$ cat config.mk
export PLATFORM = sky130hd
export DESIGN_NAME = fetch_unit
export DESIGN_NICKNAME = d
export VERILOG_FILES = /design/src/rtl/fetch_unit.sv
export SDC_FILE = /design/constraint.sdc
export NUM_CORES = 1
export LEC_CHECK = 0
export ABC_CLOCK_PERIOD_IN_PS = 2100
export CELL_PAD_IN_SITES_DETAIL_PLACEMENT = 1
export CELL_PAD_IN_SITES_GLOBAL_PLACEMENT = 1
export CORE_MARGIN = 2
export CORE_UTILIZATION = 37
export CTS_CLUSTER_SIZE = 30
export DETAILED_ROUTE_END_ITERATION = 8
export HOLD_SLACK_MARGIN = 0.1
export PLACE_DENSITY_LB_ADDON = 0.1
export SLEW_MARGIN = 15
export SYNTH_ARGS = -nofsm -noshare
export SYNTH_HDL_FRONTEND = slang
export SYNTH_SLANG_ARGS = --single-unit
$ cat constraint.sdc
create_clock -name clock -period 2.1 [get_ports clock]
set_input_delay 0.315 -clock clock [delete_from_list [all_inputs] [get_ports clock]]
set_output_delay 0.315 -clock clock [all_outputs]
set_load 0.05 [all_outputs]
$ cat src/rtl/fetch_unit.sv
// Instruction fetch stage: one outstanding imem request, one skid entry, redirect flush.
// Define FETCH_STATS_EN to add the fetch_count / flush_count statistics outputs.
module fetch_unit #(
    parameter logic [31:0] RESET_PC = 32'h8002_0000,
    parameter logic [31:0] PC_STEP  = 32'd4
) (
    input  logic        clock,
    input  logic        reset_n,
    output logic        imem_req,
    output logic [31:0] imem_addr,
    input  logic        imem_ack,
    input  logic [31:0] imem_rdata,
    input  logic        stall,
    input  logic        redirect,
    input  logic [31:0] redirect_pc,
    output logic [31:0] pc,
    output logic [31:0] insn,
    output logic        insn_valid
`ifdef FETCH_STATS_EN
    ,
    output logic [31:0] fetch_count,
    output logic [31:0] flush_count
`endif
);

    localparam int unsigned XLEN = 32;

    typedef enum logic [2:0] {
        S_IDLE,
        S_REQ,
        S_WAIT,
        S_HOLD,
        S_DRAIN
    } state_e;

    state_e            state_q, state_d;
    logic [XLEN-1:0]   fetch_pc_q, fetch_pc_d;
    logic              imem_req_q, imem_req_d;
    logic [XLEN-1:0]   imem_addr_q, imem_addr_d;
    logic [XLEN-1:0]   pc_q, pc_d;
    logic [XLEN-1:0]   insn_q, insn_d;
    logic              insn_valid_q, insn_valid_d;
    logic              pend_valid_q, pend_valid_d;
    logic [XLEN-1:0]   pend_pc_q, pend_pc_d;
    logic [XLEN-1:0]   pend_insn_q, pend_insn_d;

    logic              consume;
    logic              out_free;
    logic              redirect_act;

    assign consume      = insn_valid_q && !stall;
    assign out_free     = !insn_valid_q || !stall;
    assign redirect_act = redirect && (state_q != S_IDLE);

    // Next-state, output-register and skid-buffer update.
    always_comb begin
        state_d      = state_q;
        fetch_pc_d   = fetch_pc_q;
        pc_d         = pc_q;
        insn_d       = insn_q;
        insn_valid_d = insn_valid_q;
        pend_valid_d = pend_valid_q;
        pend_pc_d    = pend_pc_q;
        pend_insn_d  = pend_insn_q;

        if (consume) begin
            insn_valid_d = 1'b0;
            insn_d       = '0;
        end

        case (state_q)
            S_IDLE: state_d = S_REQ;
            S_REQ:  state_d = S_WAIT;
            S_WAIT: begin
                if (imem_ack) begin
                    fetch_pc_d = fetch_pc_q + PC_STEP;
                    if (out_free) begin
                        pc_d         = fetch_pc_q;
                        insn_d       = imem_rdata;
                        insn_valid_d = 1'b1;
                        state_d      = S_REQ;
                    end else begin
                        pend_valid_d = 1'b1;
                        pend_pc_d    = fetch_pc_q;
                        pend_insn_d  = imem_rdata;
                        state_d      = S_HOLD;
                    end
                end
            end
            S_HOLD: begin
                if (out_free) begin
                    pc_d         = pend_pc_q;
                    insn_d       = pend_insn_q;
                    insn_valid_d = 1'b1;
                    pend_valid_d = 1'b0;
                    state_d      = S_REQ;
                end
            end
            S_DRAIN: begin
                if (imem_ack) begin
                    state_d = S_REQ;
                end
            end
            default: state_d = S_IDLE;
        endcase

        // Redirect wins over everything; an ack in the same cycle still retires the request.
        if (redirect_act) begin
            fetch_pc_d   = {redirect_pc[XLEN-1:2], 2'b00};
            insn_valid_d = 1'b0;
            insn_d       = '0;
            pend_valid_d = 1'b0;
            case (state_q)
                S_REQ:   state_d = S_DRAIN;
                S_WAIT:  state_d = imem_ack ? S_REQ : S_DRAIN;
                S_HOLD:  state_d = S_REQ;
                S_DRAIN: state_d = imem_ack ? S_REQ : S_DRAIN;
                default: state_d = state_q;
            endcase
        end
    end

    // Request pulse is registered so it is high for exactly the REQ cycle.
    always_comb begin
        imem_req_d  = (state_d == S_REQ);
        imem_addr_d = imem_req_d ? fetch_pc_d : '0;
    end

    always_ff @(posedge clock or negedge reset_n) begin
        if (!reset_n) begin
            state_q      <= S_IDLE;
            fetch_pc_q   <= RESET_PC;
            imem_req_q   <= 1'b0;
            imem_addr_q  <= '0;
            pc_q         <= '0;
            insn_q       <= '0;
            insn_valid_q <= 1'b0;
            pend_valid_q <= 1'b0;
            pend_pc_q    <= '0;
            pend_insn_q  <= '0;
        end else begin
            state_q      <= state_d;
            fetch_pc_q   <= fetch_pc_d;
            imem_req_q   <= imem_req_d;
            imem_addr_q  <= imem_addr_d;
            pc_q         <= pc_d;
            insn_q       <= insn_d;
            insn_valid_q <= insn_valid_d;
            pend_valid_q <= pend_valid_d;
            pend_pc_q    <= pend_pc_d;
            pend_insn_q  <= pend_insn_d;
        end
    end

    assign imem_req   = imem_req_q;
    assign imem_addr  = imem_addr_q;
    assign pc         = pc_q;
    assign insn       = insn_q;
    assign insn_valid = insn_valid_q;

`ifdef FETCH_STATS_EN
    logic [XLEN-1:0] fetch_count_q, fetch_count_d;
    logic [XLEN-1:0] flush_count_q, flush_count_d;
    logic            req_outstanding;
    logic            flush_hit;

    assign req_outstanding = (state_q == S_REQ) || (state_q == S_WAIT) || (state_q == S_DRAIN);
    assign flush_hit       = redirect_act && (insn_valid_q || pend_valid_q || req_outstanding);

    // A flush counts once per redirect cycle that actually throws work away.
    always_comb begin
        fetch_count_d = fetch_count_q;
        flush_count_d = flush_count_q;
        if (consume) begin
            fetch_count_d = fetch_count_q + 32'd1;
        end
        if (flush_hit) begin
            flush_count_d = flush_count_q + 32'd1;
        end
    end

    always_ff @(posedge clock or negedge reset_n) begin
        if (!reset_n) begin
            fetch_count_q <= '0;
            flush_count_q <= '0;
        end else begin
            fetch_count_q <= fetch_count_d;
            flush_count_q <= flush_count_d;
        end
    end

    assign fetch_count = fetch_count_q;
    assign flush_count = flush_count_q;
`endif

endmodule
==> impl_metrics.prom <==
# TYPE chip_impl_metric gauge
chip_impl_metric{name="met3_usage_in_global_routing",unit=""} 0.0555
chip_impl_metric{name="synth-seq-cells",unit=""} 197
chip_impl_info{name="timing_worst_setup_path_type",value="reg -> reg"} 1
chip_impl_metric{name="detail-route-antenna-nets",unit=""} 0
chip_impl_metric{name="timing.slew.headroom",unit=""} 0.621
chip_impl_metric{name="drt-initial-drc-count",unit=""} 351
chip_impl_metric{name="place_area",unit="sq um"} 10800
chip_impl_metric{name="vias_per_cell",unit=""} 5.31
chip_impl_info{name="synthFlopType",value="sky130_fd_sc_hd__dfrtp_1"} 1
chip_impl_metric{name="max_slew.worst_pin.slew",unit="ns"} 0.566
chip_impl_metric{name="synth_top_area_share",unit=""} 0.587
chip_impl_metric{name="ys_async_sr_fraction",unit=""} 1.00
chip_impl_info{name="final_cell_mix",value="194 x sky130_fd_sc_hd__dfrtp_1, 163 x sky130_fd_sc_hd__clkdlybuf4s50_1, 102 x sky130_fd_sc_hd__nor2_1"} 1
chip_impl_metric{name="ys_types",unit=""} 55
chip_impl_info{name="worstReg2RegStart",value="fetch_pc_q[17]"} 1
chip_impl_metric{name="top_level_pins",unit=""} 167
chip_impl_metric{name="route.detailed.drc",unit=""} 0
chip_impl_metric{name="firstDrtPassIters",unit=""} 5
chip_impl_metric{name="number_of_max_slew_violations_in_the_final_report",unit=""} 0
chip_impl_info{name="leading_cell_type_in_the_layout_fill_and_taps_excluded",value="sky130_fd_sc_hd__dfrtp_1"} 1
chip_impl_metric{name="number_of_levels_in_the_clock_h_tree",unit=""} 4
chip_impl_metric{name="antenna_cells",unit=""} 0
chip_impl_metric{name="initial_utilization",unit=""} 0.379
chip_impl_metric{name="vias",unit=""} 6433
chip_impl_metric{name="area_of_the_multi_input_gates",unit="sq um"} 3280
chip_impl_metric{name="wl_per_cell",unit="um"} 19.6
chip_impl_info{name="grt.busiest_layer",value="met2"} 1
chip_impl_metric{name="yosysSeqAreaShare",unit=""} 0.593
chip_impl_metric{name="crit_path_max_fanout",unit=""} 4
chip_impl_metric{name="grt_start_max_net_pins",unit=""} 79
chip_impl_metric{name="layout.filler_cells",unit=""} 2326
chip_impl_metric{name="routing_usage_on_met2",unit=""} 0.362
chip_impl_info{name="cp-startpoint",value="fetch_pc_q[17]"} 1
chip_impl_metric{name="core",unit="sq um"} 22000
chip_impl_metric{name="maximum_achievable_frequency",unit="GHz"} 0.477
chip_impl_metric{name="postLayoutSetupSlackWorst",unit="ns"} 0.00314
chip_impl_metric{name="worstPathArrival",unit="ns"} 2.41
chip_impl_info{name="timing.critical_path.to_type",value="register"} 1
chip_impl_metric{name="timing.critical_path.required",unit="ns"} 2.41
chip_impl_metric{name="grt-ovfl-total",unit=""} 0
chip_impl_metric{name="ir_drop",unit="uV"} 655
chip_impl_metric{name="place.detailed.hpwl",unit="mm"} 16.4
chip_impl_metric{name="finalWorstPathRequiredPeriod",unit="ns"} 2.10
chip_impl_metric{name="yosysWarnings",unit=""} 0
chip_impl_metric{name="die_w",unit="um"} 154
chip_impl_metric{name="finish.instance_area",unit="sq um"} 11500
chip_impl_metric{name="globalRouteTotalUtil",unit=""} 0.208
chip_impl_info{name="critical_path_source_type",value="register"} 1
chip_impl_metric{name="worst_skew_pair.late_latency",unit="ns"} 0.43
chip_impl_metric{name="period_share",unit=""} 0.999
chip_impl_metric{name="synth_edf_count",unit=""} 0
chip_impl_metric{name="footprint_of_the_flip_flops_and_latches",unit="sq um"} 4930
chip_impl_info{name="synth_largest_area_cell",value="sky130_fd_sc_hd__dfrtp_1"} 1
chip_impl_metric{name="globalRouteMet1Util",unit=""} 0.259
chip_impl_metric{name="static-leakage-power",unit="uW"} 0.00517
chip_impl_metric{name="clkSinkCount",unit=""} 197
chip_impl_metric{name="die_height",unit="um"} 154
chip_impl_metric{name="power.density_cell_area",unit="nW/um^2"} 1550
chip_impl_metric{name="io_buffer_count",unit=""} 164
chip_impl_info{name="grt_setup_unrepaired",value="true"} 1
chip_impl_metric{name="cts_made_buffers",unit=""} 17
chip_impl_info{name="cts_root_buf",value="sky130_fd_sc_hd__clkbuf_16"} 1
chip_impl_info{name="cells_taking_the_most_area_after_synthesis",value="sky130_fd_sc_hd__dfrtp_1 59%, sky130_fd_sc_hd__mux2_2 8.7%, sky130_fd_sc_hd__nor2_1 4.8%"} 1
chip_impl_info{name="holdCritPathClass",value="in -> async"} 1
chip_impl_metric{name="grt_pass1_wl",unit="mm"} 38.9
chip_impl_metric{name="finalClockSkew",unit="ns"} 0.0109
chip_impl_metric{name="drive_gt1_frac",unit=""} 0.204
chip_impl_metric{name="finalNetCount",unit=""} 989
chip_impl_metric{name="clkSlewWorstSetupHoldPaths",unit="ns"} 0.07
chip_impl_metric{name="row_count",unit=""} 54
chip_impl_metric{name="via_count_of_the_first_global_routing_pass",unit=""} 7146
chip_impl_metric{name="drv_cap",unit=""} 0
chip_impl_metric{name="syn-instance-count",unit=""} 720
chip_impl_metric{name="postRouteWirelength",unit="mm"} 23.7
chip_impl_info{name="cts_tree",value="built"} 1
chip_impl_metric{name="pre_cts_ws",unit="ns"} -0.471
chip_impl_metric{name="deepest_clock_path_buffer_count",unit=""} 2
chip_impl_metric{name="netlist_area",unit="sq um"} 8320
chip_impl_metric{name="finalWeightedCongestion",unit=""} 0.794
chip_impl_metric{name="finalHoldViolCount",unit=""} 0
chip_impl_metric{name="synth_fp_nets",unit=""} 790
chip_impl_metric{name="report.final.setup_viol",unit=""} 0
chip_impl_metric{name="syn_to_final_growth",unit="%"} 38.3
chip_impl_metric{name="antenna_found_initial",unit=""} 0
chip_impl_metric{name="fp.dieArea",unit="sq um"} 23700
chip_impl_info{name="run_status",value="finished, final reports clean"} 1
chip_impl_metric{name="synth.avg_cell_area",unit="sq um"} 11.6
-- worst paths after layout --
path / endpoint / slack (ns) / depth (start not counted)
hold reg to reg: pend_pc_q[4] / 0.51 / 1
min in group clock: fetch_pc_q[3] / 0.51 / 3
max in group asynchronous: pend_pc_q[26] / 0.99 / 3
setup / recovery: fetch_pc_q[29] / 0.003 / 5
hold / removal: pc[7] / 0.36 / 2
setup reg to reg: fetch_pc_q[29] / 0.003 / 5
-- metal layers --
layer	up-vias	routed length, um
met5	-	0
met2	156	12100
met3	18	1280
met1	3254	10000
li1	3005	-
met4	0	246
-- synth_stat cells, types with 2 or more instances --
| cell type | n |
|---|---|
| sky130_fd_sc_hd__nor3_1 | 13 |
| sky130_fd_sc_hd__dfstp_2 | 2 |
| sky130_fd_sc_hd__o21a_1 | 5 |
| sky130_fd_sc_hd__a31o_2 | 2 |
| sky130_fd_sc_hd__o211ai_1 | 3 |
| sky130_fd_sc_hd__a22oi_1 | 2 |
| sky130_fd_sc_hd__o31a_1 | 2 |
| sky130_fd_sc_hd__mux2i_1 | 32 |
| sky130_fd_sc_hd__nor2_1 | 106 |
| sky130_fd_sc_hd__nand2b_1 | 2 |
| sky130_fd_sc_hd__or3_1 | 2 |
| sky130_fd_sc_hd__mux2_2 | 64 |
| sky130_fd_sc_hd__or2_1 | 2 |
| sky130_fd_sc_hd__or4_1 | 2 |
| sky130_fd_sc_hd__and3_1 | 2 |
| sky130_fd_sc_hd__a21oi_1 | 57 |
| sky130_fd_sc_hd__nand4_1 | 5 |
| sky130_fd_sc_hd__a211oi_1 | 15 |
| sky130_fd_sc_hd__o21ai_0 | 8 |
| sky130_fd_sc_hd__dfrtp_1 | 195 |
| sky130_fd_sc_hd__clkbuf_1 | 42 |
| sky130_fd_sc_hd__and2_1 | 12 |
| sky130_fd_sc_hd__xnor2_1 | 12 |
| sky130_fd_sc_hd__o31ai_1 | 2 |
| sky130_fd_sc_hd__and4_1 | 2 |
| sky130_fd_sc_hd__a222oi_1 | 30 |
| sky130_fd_sc_hd__xor2_1 | 6 |
| sky130_fd_sc_hd__or2_2 | 3 |
| sky130_fd_sc_hd__buf_1 | 3 |
| sky130_fd_sc_hd__a31oi_1 | 4 |
| sky130_fd_sc_hd__inv_1 | 7 |
| sky130_fd_sc_hd__nand3_1 | 16 |
| sky130_fd_sc_hd__nor4_1 | 6 |
| sky130_fd_sc_hd__nand2_1 | 33 |
-- worst max-delay path, cell delays in order (launching register included) --
cell and delay [ns]:
sky130_fd_sc_hd__dfstp_2 0.54, sky130_fd_sc_hd__nand4_1 0.17, sky130_fd_sc_hd__or4_4 0.47, sky130_fd_sc_hd__or2_4 0.26, sky130_fd_sc_hd__o311a_1 0.30, sky130_fd_sc_hd__or2_1 0.24
-- what timing repair did --
action,CTS,global route
endpoints found under the setup margin,5,19
gates cloned,0,0
hold buffers,1,0
gates resized for setup,2,9
endpoints found under the hold margin,33,0
buffers inserted,1,1
pin swaps,2,3
-- cell families after synthesis --
kind of cell	after synthesis	share of synthesized area
buffers and inverters	55	0.0263
flip-flops	197	0.593
adder cells (fa/ha/maj)	1	0.00150
AND/OR/NAND/NOR	214	0.119
multiplexers	96	0.125
AO/OA/AOI/OAI	139	0.116
XOR/XNOR	18	0.0190
-- report_power, final --
part | switching [uW] | internal (uW) | total, uW
combinational | 5210 | 3110 | 8320
sequential | 842 | 5100 | 5940
clock | 1520 | 2040 | 3560
total | 7570 | 10200 | 17800
-- area by class of cell --
| class | instances | share of cell area |
|---|---|---|
| clock buffers | 18 | 0.0373 |
| flip-flops and latches | 197 | 0.429 |
| repair buffers | 228 | 0.197 |
| inverters | 7 | 0.00228 |
| clock inverters | 14 | 0.0186 |
| multi-input cells | 468 | 0.286 |
| well taps | 280 | 0.0305 |
-- state kept, by name, summed over array words and instances, names as in the netlist --
name / cells
pend_pc_q: 32
insn: 32
pc: 32
fetch_pc_q: 32
imem_addr: 32
insn_valid: 1
imem_req: 1
state_q: 3
pend_insn_q: 32
-- per-stage QoR --
| stage | TNS (ns) | std cells | power (uW) | hold WS (ns) | utilization |
|---|---|---|---|---|---|
| finish | 0 | 1212 | 17800 | 0.358 | 0.524 |
| detailed placement | -15.58 | 1177 | 14300 | 0.247 | 0.491 |
| global placement | -7.37 | 1177 | 14000 | 0.245 | 0.491 |
| CTS | -0.00381 | 1211 | 17900 | 0.349 | 0.521 |
| floorplan | -0.0296 | 720 | 11000 | 0.0194 | - |
| global route | -0.308 | 1212 | 18900 | 0.380 | 0.524 |
Power figures use the tool's default switching activity.
